$ cat src/rtl/paddle_quadrature.sv
// paddle_quadrature
//   Turns a mechanical quadrature encoder into a frame-stable paddle X
//   position. Each phase is synchronised, debounced, then decoded as a Gray
//   sequence; the position is clamped to [0, POS_MAX]. It is published to
//   the render stage only on frame_tick, so it never changes mid-frame.
//
// Ports
//   clk         system/pixel clock, all logic on its rising edge
//   rst_n       synchronous active-low reset
//   quadA/quadB asynchronous encoder phases
//   frame_tick  one-cycle pulse once per video frame
//   paddle_pos  paddle X position, updated only on frame_tick
//   dir         direction of the last legal step (1 = decreasing X)
//   err_cnt     saturating count of illegal double-phase transitions
module paddle_quadrature #(
  parameter int POS_MAX  = 511,
  parameter int POS_INIT = 256,
  parameter int STEP     = 2,
  parameter int DEB_LEN  = 4
) (
  input  logic       clk,
  input  logic       rst_n,
  input  logic       quadA,
  input  logic       quadB,
  input  logic       frame_tick,
  output logic [9:0] paddle_pos,
  output logic       dir,
  output logic [7:0] err_cnt
);

  localparam int DEB_W  = $clog2(DEB_LEN + 1);
  localparam int INIT_W = $clog2(DEB_LEN + 4);
  localparam logic [DEB_W-1:0]  DEB_LAST  = DEB_W'(DEB_LEN - 1);
  // The init window is long enough for the rest state present at reset
  // release to travel through the synchroniser and the debounce filter.
  localparam logic [INIT_W-1:0] INIT_LAST = INIT_W'(DEB_LEN + 2);

  typedef enum logic {
    INIT_CAPTURE,
    DECODE
  } DecodeState;

  DecodeState state, nextState;

  logic [1:0]        syncA, syncB;
  logic [1:0]        syncAB;
  logic [1:0]        filtAB;
  logic [1:0]        prevAB;
  logic [DEB_W-1:0]  debCnt [2];
  logic [INIT_W-1:0] initCnt;
  logic [9:0]        pos;
  logic [1:0]        phaseDelta;
  logic              stepUp, stepDown, stepIllegal;
  logic [10:0]       upSum;
  logic [9:0]        upClamp, downClamp;

  // Maps the Gray phase pattern to its index along the forward rotation
  // 00->01->11->10. The difference of two indices then gives the step.
  function automatic logic [1:0] grayIdx(input logic [1:0] ab);
    case (ab)
      2'b00:   grayIdx = 2'd0;
      2'b01:   grayIdx = 2'd1;
      2'b11:   grayIdx = 2'd2;
      default: grayIdx = 2'd3;
    endcase
  endfunction

  // Two-flop synchronisers. Bit 1 of each pair is the settled sample.
  always_ff @(posedge clk) begin
    if (!rst_n) begin
      syncA <= '0;
      syncB <= '0;
    end else begin
      syncA <= {syncA[0], quadA};
      syncB <= {syncB[0], quadB};
    end
  end

  assign syncAB = {syncA[1], syncB[1]};

  // Per-phase debounce. A phase is accepted only after DEB_LEN consecutive
  // samples that disagree with the filtered value; any agreeing sample
  // restarts the count.
  always_ff @(posedge clk) begin
    if (!rst_n) begin
      filtAB    <= '0;
      debCnt[0] <= '0;
      debCnt[1] <= '0;
    end else begin
      for (int i = 0; i < 2; i++) begin
        if (syncAB[i] == filtAB[i]) begin
          debCnt[i] <= '0;
        end else if (debCnt[i] == DEB_LAST) begin
          filtAB[i] <= syncAB[i];
          debCnt[i] <= '0;
        end else begin
          debCnt[i] <= debCnt[i] + DEB_W'(1);
        end
      end
    end
  end

  // Decoder state register plus the init-window cycle counter.
  always_ff @(posedge clk) begin
    if (!rst_n) begin
      state   <= INIT_CAPTURE;
      initCnt <= '0;
    end else begin
      state <= nextState;
      if (state == INIT_CAPTURE) begin
        initCnt <= initCnt + INIT_W'(1);
      end
    end
  end

  // Stay in the capture state until the rest state has been filtered, so
  // that a non-00 rest state is taken as the reference, not as a step.
  always_comb begin
    nextState = state;
    if (state == INIT_CAPTURE && initCnt == INIT_LAST) begin
      nextState = DECODE;
    end
  end

  // Step classification and clamped arithmetic. The 11-bit sum keeps the
  // upper clamp from wrapping; the lower clamp compares before subtracting.
  always_comb begin
    phaseDelta  = grayIdx(filtAB) - grayIdx(prevAB);
    stepUp      = (state == DECODE) && (phaseDelta == 2'd1);
    stepDown    = (state == DECODE) && (phaseDelta == 2'd3);
    stepIllegal = (state == DECODE) && (phaseDelta == 2'd2);
    upSum       = {1'b0, pos} + 11'(STEP);
    upClamp     = (upSum > 11'(POS_MAX)) ? 10'(POS_MAX) : upSum[9:0];
    downClamp   = ({1'b0, pos} < 11'(STEP)) ? 10'd0
                                            : 10'({1'b0, pos} - 11'(STEP));
  end

  // Position, direction, error counter and the frame-latched output.
  // paddle_pos samples pos before this edge's update, so a step landing on
  // the frame_tick edge appears one frame later.
  always_ff @(posedge clk) begin
    if (!rst_n) begin
      prevAB     <= '0;
      pos        <= 10'(POS_INIT);
      paddle_pos <= 10'(POS_INIT);
      dir        <= 1'b0;
      err_cnt    <= '0;
    end else begin
      prevAB <= filtAB;
      if (stepUp) begin
        pos <= upClamp;
        dir <= 1'b0;
      end else if (stepDown) begin
        pos <= downClamp;
        dir <= 1'b1;
      end else if (stepIllegal && err_cnt != 8'hFF) begin
        err_cnt <= err_cnt + 8'd1;
      end
      if (frame_tick) begin
        paddle_pos <= pos;
      end
    end
  end

endmodule

$ cat config.mk
export PLATFORM = sky130hd
export DESIGN_NAME = paddle_quadrature
export DESIGN_NICKNAME = d
export VERILOG_FILES = /design/src/rtl/paddle_quadrature.sv
export SDC_FILE = /design/constraint.sdc
export NUM_CORES = 1
export LEC_CHECK = 0
export ABC_AREA = 1
export CAP_MARGIN = 10
export CELL_PAD_IN_SITES_DETAIL_PLACEMENT = 1
export CELL_PAD_IN_SITES_GLOBAL_PLACEMENT = 2
export CORE_MARGIN = 1
export CORE_UTILIZATION = 25
export DETAILED_ROUTE_END_ITERATION = 10
export DONT_BUFFER_PORTS = 1
export GPL_ROUTABILITY_DRIVEN = 0
export PLACE_DENSITY = 0.62
export SLEW_MARGIN = 20
export SYNTH_ARGS = -nofsm -noshare
export SYNTH_HDL_FRONTEND = slang
export SYNTH_SLANG_ARGS = --single-unit
$ cat constraint.sdc
create_clock -name clk -period 2.4 [get_ports clk]
set_input_delay 0.6 -clock clk [delete_from_list [all_inputs] [get_ports clk]]
set_output_delay 0.6 -clock clk [all_outputs]
set_load 0.05 [all_outputs]
# Word-level counts from Yosys, hierarchy flattened

Memories as Yosys holds them, arrays and structs flattened.
Cells that the tools add are included.

Input bits: 5
Output and inout bits: 19
Memory bits (writable): 6
Bits in registers: 41
Memories: 1

Multiplexer cells: 35
Order comparisons: 2
Add/sub/neg operators: 7
Reductions and logical operators: 12
Bitwise logic cells: 12
Eq/ne operators: 13

Memories:

| memory | words | width | read ports | clocked after memory_dff | write ports | line | RTL |
|---|---|---|---|---|---|---|---|
| debCnt | 2     | 3     | 2          | 0                        | 2           | 49   | `logic [DEB_W-1:0] debCnt [2];` |

Operator list:

| cell                    | number |
|---|---|
| $mux W10                | 4 |
| $mux W1                 | 23 |
| $mux W3                 | 6 |
| $pmux W2 S3             | 2 |
| $add A10 B2 Y11 const B | 1 |
| $gt A11 B9 Y1 const B   | 1 |
| $lt A10 B2 Y1 const B   | 1 |
| $sub A10 B2 Y10 const B | 1 |
| $add A3 B1 Y3 const B   | 3 |
| $add A8 B1 Y8 const B   | 1 |
| $eq A2 B2 Y1 const B    | 4 |
| $ne A8 B8 Y1 const B    | 1 |
| $eq A2 B1 Y1 const B    | 3 |
| $eq A3 B2 Y1 const B    | 2 |
| $not A1 Y1              | 6 |
| $or A1 B1 Y1            | 6 |
| $logic_and A1 B1 Y1     | 5 |
| $logic_not A2 Y1        | 2 |
| $reduce_and A2 Y1       | 2 |
| $eq A3 B3 Y1 const B    | 1 |
| $reduce_and A3 Y1       | 1 |
| $eq A1 B1 Y1            | 2 |
| $reduce_bool A2 Y1      | 1 |
| $reduce_or A2 Y1        | 1 |
| $sub A2 B2 Y2           | 1 |

# Logic depth before layout (Yosys ltp)

Gate-level depths: netlist (run 1).

Depth in word-level cells: 7
Depth in mapped cells: 14
Depth with buffers taken out: 14

# Least setup slack after synthesis (run 1)

Ideal clock, no wire load.

Path type: register to register
Start point: reg filtAB[0]
End point: reg pos[0]
Setup slack: 0.558 ns
Period minus slack after synthesis: 1.842 ns
Data required time: 2.268 ns
Setup time: 0.132 ns
Arrival: 1.710 ns
Cell stages (with the launch flop): 11
Cell sequence: dfxtp_1 -> inv_1 -> ha_1 -> ha_1 -> nor2_2 -> buf_4 -> inv_2 -> a21oi_1 -> nand2_1 -> nand2_1 -> a21oi_2

Longest elaborated chain between the ends: 6
Elaborated cells on any way between the ends: 11

Ends and longest elaborated chain:

| item                                                  | line     | RTL |
|---|---|---|
| start, declared                                       | 47       | `logic [1:0] filtAB;` |
| start signal, assigned by index                       | 94       | `filtAB[i] <= syncAB[i];` |
| $eq A2 B2 Y1, or another cell as far along            | 60       | `case (ab)` |
| $pmux W2 S3 (*)                                       | 60       |  |
| $sub A2 B2 Y2 (*)                                     | 128      | `phaseDelta = grayIdx(filtAB) - grayIdx(prevAB);` |
| $eq A2 B1 Y1 / $eq A2 B2 Y1 (equally long branches)   | 129, 130 |  |
| $logic_and A1 B1 Y1 (on tied branches)                | 129, 130 |  |
| $mux W10 / $reduce_bool A2 Y1 (equally long branches) | n/a      |  |
| end signal, assigned                                  | 144      | `pos <= 10'(POS_INIT);` |
| end signal, assigned                                  | 151      | `pos <= upClamp;` |
| end signal, assigned                                  | 154      | `pos <= downClamp;` |
| end, declared                                         | 51       | `logic [9:0] pos;` |

Every way passes the cells marked *; elsewhere a longest branch is shown, timed or not.
A chain may end at the register's enable or synchronous reset.

# Final worst setup path (run 1)

Start point: reg filtAB[0]
End point: reg pos[7]

Same word-level chain as after synthesis.

==> results summary, run 1 <==
The flow ran to the end, and the final reports show no timing, DRC or antenna violations. The number of cells upsized or downsized after cts came out at 0. The least setup slack across all paths after layout came out at 259.7 ps. The fraction of the mapped netlist area in compound gates came to 0.1413.

In the layout the commonest cells are 69 x nand2_1, 41 x dfxtp_1, 37 x inv_1. The top layer reached by signal wires is met4. The number of buffer cells added on primary ports came out at 0. The count of flip-flops with a built-in enable after synthesis is 6.

The data arrival time of the critical path came out at 2310 ps. The overall via count from detail_route is 2220. The leakage component of the power came out at 1.234 nW. The analysis attributes to net switching a power of 387.2 µW.

In this run the worst setup path begins at filtAB[0]. The start-to-end type of the worst setup path is flip-flop to flip-flop. The cell sitting at the root of the clock tree is a clkbuf_8. The overall overflow remaining after global route came out at 0.

STA classifies the critical path endpoint as a flip-flop. The first-pass GRT wire length came out at 11.48 mm. Of the post-synthesis cell area, the dominant cell type holds 0.3175. The number of antenna diodes in the final layout is 0. The share of synthesized registers carrying an async set or reset came out at 0.

Synthesis produced 345 cells. The final cell count without fillers is 491. The max-cap violation count is 0. The global-route usage over all layers is 0.1324. The post-synthesis register bit count came out at 47. Setup repair after global routing left no endpoint under its margin. Of the total synthesized cell area, the portion taken by full adders, half adders and majority gates is 0.07260. Of the total power, the clock network draws 0.340. In this run the most critical hold path is launched from frame_tick. The die boundary height is 103.7 µm.

Of the cells placed in the final design, the portion with a size suffix greater than 1 is 0.1397. The floorplan die area is 10750 µm². Yosys printed 0 warnings. The number of remaining DRC errors came out at 0. The clock transition at the registers of the reported paths came out at 90 ps. The startpoint identified for the worst register-to-register timing path is filtAB[0]. Dividing total power by cell area gives a power density of 504.7 nW/µm². The number of sinks on the clock net is 47.

The starting density of the core came out at 0.2609. Setup total negative slack on the finished layout was measured at 0 ps. The boundary pin count is 24. The part of the power in registers is 0.601. The final net count came out at 377.

The final hold violation count came to 0. The insertion delay to the later sink of the worst-skew pair is 300 ps. The clock tree buffer depth came out at 2. The hold buffer count at CTS is 0. The combinational fraction of design power came out at 0.059.

The cell row count came out at 36. The number of max-slew violations in the final report is 0. The per-cell via count in the routed design is 4.521.

The number of distinct library cells after synthesis came out at 34. Clock tree synthesis inserted a total of 5 buffers. Headroom to the max-slew limit came out at 0.5827. The via count of the first global-routing pass came to 2217.

After detailed routing, the wire length on met1 is 3.539 mm. The half-perimeter wire length of the detailed placement result is 5.194 mm. The clock tree synthesis step divided the H-tree into 2 levels. The mux share of post-synthesis cell area is 0. The detailed-routed wire length on met3 came out at 268 µm.

Ranked by total cell area, the synthesized netlist is headed by dfxtp_1 32%, nand2_1 10%, ha_1 7.3%. Between clock sinks in the finished design, the worst skew comes to 6.530 ps. TritonCTS built the clock tree. The number of endpoints failing setup at the final stage came out at 0. Static timing analysis puts the maximum clock frequency at 467.2 MHz. The worst vdd rail ir drop came out at 0.1808 mV. The number of nets with antenna violations after detailed routing is 0. Of the synthesized area, sequential elements account for 0.3872. The number of antenna violations at the first check in global routing came out at 0. The cell type contributing the most total cell area after synthesis is dfxtp_1. Of the total power, the share spent switching nets is 0.2684. The pre-CTS worst setup slack came out at 87.80 ps. Counting tap cells, the placed design contains a total of 483 instances. From synthesis to final layout, the design area changed by 10.55%.

The final routed wire length divided by cell count came out at 13.98 µm. The average instance area after synthesis came out at 7.493 µm². The die boundary width is 103.7 µm.

The class of the most critical hold timing path is input pin to flip-flop. Summed over all layers, the routed wires come to 6.864 mm. At the pin with the least slew margin, the transition time is 622.1 ps. In the synthesized netlist the dominant register cell turns out to be dfxtp_1.

The core outline area came out at 9910 µm². The main combinational cell family by area after synthesis is simple AND/OR/NAND/NOR gates. Entering global routing, the biggest net connects 28 pins. The number of detailed-routing iterations run before antenna repair came out at 4.

The first-iteration detailed-routing DRC count came out at 75. Cell internal power was estimated by the tool at 1.055 mW. The smallest clock period supported by the final layout is computed as 2140 ps.

The detailed-routed wire length on met2 came out at 3.026 mm. In this run the post-CTS setup repair buffer count came out at 0. The final cycle utilization of the critical path is 0.8918. The largest fanout on the critical path is 8. The fraction of synthesized cell area in xor and xnor cells came out at 0.03049.

The library cell used most frequently in the layout, excluding fill and tap cells, is nand2_1. Of the total synthesized cell area, the portion taken by AND, OR, NAND and NOR gates is 0.2720. After synthesis the cells add up to 2585 µm².

The required time at the worst-slack endpoint came out at 2570 ps. The sort of element at the start of the critical path is a flip-flop.
-- critical path: stages, from the launching register on --
cell	delay, ps
dfxtp_1	430
inv_1	70
ha_1	290
ha_1	330
nor2_2	240
nand3_2	230
clkinv_2	160
nand3_1	100
nand2_1	90
a21oi_2	50
-- power groups by stage --
stage	Sequential (mW)	Clock, mW	Combinational [mW]
after floorplan	0.881	0	0.0773
after global placement	0.885	0	0.0835
after detailed placement	0.886	0	0.0857
after CTS	0.868	0.513	0.0859
after global routing	0.870	0.542	0.0992
final	0.867	0.490	0.0849
-- path summary, 6_finish.rpt --
path              endpoint  slack (ps)  cells past startpoint
max                 pos[7]         260                      9
min          paddle_pos[1]         380                      1
max reg2reg         pos[7]         260                      9
min reg2reg       syncA[1]         430                      2
-- area by class of cell --
cell class,count,area [µm²]
fill,1242,7052
multi-input combinational,248,1360
timing repair buffer,10,75.07
sequential,47,1001
tap,133,166.4
clock inverter,2,12.51
clock buffer,6,72.57
inverter,45,170.2
-- cell families after synthesis --
family          count (synthesis)
compound gates                 65
xor+xnor                        9
simple gates                  153
buf+inv                        55
fa+ha+maj                      15
other cells                     1
flops                          47
-- Yosys cell counts, types with 2 or more instances --
master,instances
xnor2_1,3
a21oi_2,6
o21ai_1,3
o21ai_0,22
inv_2,6
dfxtp_1,41
nand2_2,4
nand2_1,70
nor2_2,7
nand3_2,3
nand2_4,2
o211ai_1,4
nor2_1,32
nor3_1,4
inv_1,37
edfxtp_1,6
nand4_1,6
buf_4,3
nand3_1,21
clkbuf_1,4
ha_1,15
a21oi_1,29
xor2_1,6
-- registers in the layout, summed over array words and instances, names as in the netlist, 2 cells and up --
name / cells
syncB: 2
pos: 10
err_cnt: 8
paddle_pos: 10
syncA: 2
filtAB: 2
prevAB: 2
debCnt: 6
initCnt: 3
-- metrics by stage --
step           instance area [µm²]  hold slack, ps    util  power (mW)
6_report                      2858           375.6  0.2884       1.442
5_1_grt                       2858           366.5  0.2884       1.512
4_1_cts                       2855           366.2  0.2881       1.466
3_5_place_dp                  2770           403.2  0.2795      0.9717
3_3_place_gp                  2770           396.9  0.2795      0.9684
2_1_floorplan                 2604           390.5       -      0.9585
-- layer usage --
metal | GRT usage | up-vias
met1 | 0.1853 | 1054
met2 | 0.2061 | 26
li1 | - | 1138
met4 | 0.02755 | 0
met5 | 0 | -
met3 | 0.03147 | 2
Note: power is estimated with default switching activity, not from simulation.
==> run 2, diff against run 1 <==
Settings changed: CORE_UTILIZATION 25 to 36, HOLD_SLACK_MARGIN set to 0.03, PLACE_DENSITY 0.62 to 0.83, SKIP_CTS_REPAIR_TIMING set to 1.
==> run 2 against run 1 <==
Against the previous run:
- design area about the same
- maximum frequency decreased by 0.62%
- setup slack lost 13 ps
- final cell count decreased by 6.9%
- non-clock buffer count increased by 3
- sequential cell count is the same
- combinational power about the same
- register-to-register slack about the same
- clock power grew 22%
- worst hold slack got worse by 11 ps
- critical path depth is 2 higher
- routed wire length down 7.9%
- critical path type unchanged
- largest power group unchanged
==> results summary, run 2 (synthesized netlist as in run 1, its figures left out) <==
The flow ran to the end, and the final reports show no timing, DRC or antenna violations. The number of remaining DRC errors came out at 0. The leakage component of the power came out at 1.263 nW. The growth of design area from synthesis to finish came out at 10.65%. The worst setup path is captured at a flip-flop.

After floorplanning, the core was divided into 30 placement rows. The number of buffer cells added on primary ports came out at 0. The library cells used most frequently in the layout, excluding fill and tap cells, are 69 x nand2_1, 41 x dfxtp_1, 37 x inv_1. The tree is rooted in a clkbuf_8.

The post-route core utilization is 0.4164. The filler cell count in the final layout is 868. Setup repair after global routing left no endpoint under its margin. The critical path is of the flip-flop to flip-flop type. In the final design database the tool counted 380 nets. The via count of the first global-routing pass came out at 2234.

The floorplan die area came out at 7523 µm². In this run, the number of DRC markers left after iteration 0 of detailed routing was 48. The layout cell share with drive strength beyond 1 is 0.1496. The core outline area came out at 6869 µm². The pin count of the biggest net entering global routing came out at 28.

The transition time of the tightest slew-check pin is 525.1 ps. The number of sinks on the clock net is 47. The largest registers in the layout are paddle_pos (10), pos (10), err_cnt (8). The final cycle utilization of the critical path is 0.8974. The number of max-slew violations in the final report came out at 0. 24 I/O pins were placed. The worst slew margin relative to its limit came out at 0.6494.

The half-perimeter wire length of the detailed placement result is 4.720 mm. Clock latency on the worst-skew pair, taken at its later pin, is 310 ps. The number of nets with antenna violations after detailed routing is 0. In this run the power density over the cells is 542.3 nW/µm². The worst-case clock skew is 14.32 ps.

TritonCTS built the clock tree. The overall power of the completed layout came out at 1.551 mW. Detailed routing inserted a total of 2215 vias. The H-tree depth came out at 2. The global-route usage over all layers is 0.1799. The number of detailed-routing iterations run before antenna repair came out at 4. The overall overflow remaining after global route came out at 0. The die is 86.74 µm tall. Subtracting the final worst setup slack from the clock period gives 2154 ps. The worst hold path belongs to the class input pin to flip-flop. The first global-routing pass estimated 10.49 mm of wire. The setup TNS after final layout is 0 ps. The final routed wire length divided by cell count is 13.84 µm.

At the worst endpoint, the required time is 2650 ps. The library cell used most frequently in the layout, excluding fill and tap cells, is nand2_1. The initial utilization of the core area, before any placement, comes to 0.3763.

The clock tree buffer depth came out at 2. The per-cell via count in the routed design is 4.847. The CTS buffer count is 5. The max-cap violation count came out at 0. The number of antenna violations at the first check in global routing came to 0. Setup violations remaining at the end of the flow were counted as 0.

For the worst setup path, the data arrival time is 2410 ps. The maximum frequency from static timing analysis is 464.3 MHz. The die boundary width is 86.74 µm. The antenna diode count is 0. The largest fanout on the critical path came out at 8.

The worst-case IR drop observed on VDD is 0.2764 mV. The clock transition at the registers of the reported paths came out at 100 ps. The worst setup path is launched from a flip-flop. The routed wire length came out at 6.323 mm. The final hold violation count came out at 0.
==> run 2: layout make-up <==
type	count	area, µm²	share of cell area
timing repair buffer	13	97.59	0.03412
multi-input combinational	248	1360	0.4755
sequential	47	1001	0.3500
clock buffer	5	68.82	0.02406
clock inverter	3	42.54	0.01487
tap	96	120.1	0.04199
inverter	45	170.2	0.05949
==> run 2: critical path, cell delays in order (launching register included) <==
cell      delay, ps
dfxtp_1         430
inv_1            70
ha_1            290
ha_1            330
nor2_2          170
buf_4           170
nand3_2         210
clkinv_2        170
nand2_1          70
nand2_1          50
nand2_1          50
a21oi_1         110
==> run 2: path summary, 6_finish.rpt <==
kind	from	end	slack (ps)	cells after the start
max	filtAB[0]	pos[5]	250	11
min	frame_tick	paddle_pos[4]	360	1
max reg2reg	filtAB[0]	pos[5]	250	11
min reg2reg	syncA[0]	syncA[1]	430	2
==> run 2: routing by layer <==
metal	wire length, µm	vias to the layer above	track usage
met5	0	-	0
met4	64	0	0.04848
met3	204	5	0.03619
met2	2906	23	0.2937
met1	3147	1052	0.2418
li1	-	1135	-
==> run 2: where the power goes <==
group / switching, mW / internal [mW]
logic: 0.0546 / 0.0304
registers: 0.0456 / 0.821
clock network: 0.289 / 0.311
total: 0.389 / 1.16
==> run 2: per-stage QoR <==
step | cell area (µm²) | worst slack, ps | hold slack [ps] | instances
detailed placement | 2746 | 236.5 | 413.7 | 449
floorplan | 2604 | 557.7 | 390.5 | 350
finish | 2860 | 246.3 | 364.5 | 457
global route | 2860 | 82.99 | 367.2 | 457
CTS | 2858 | 188.8 | 364.6 | 457
global placement | 2746 | 310.7 | 393.4 | 449
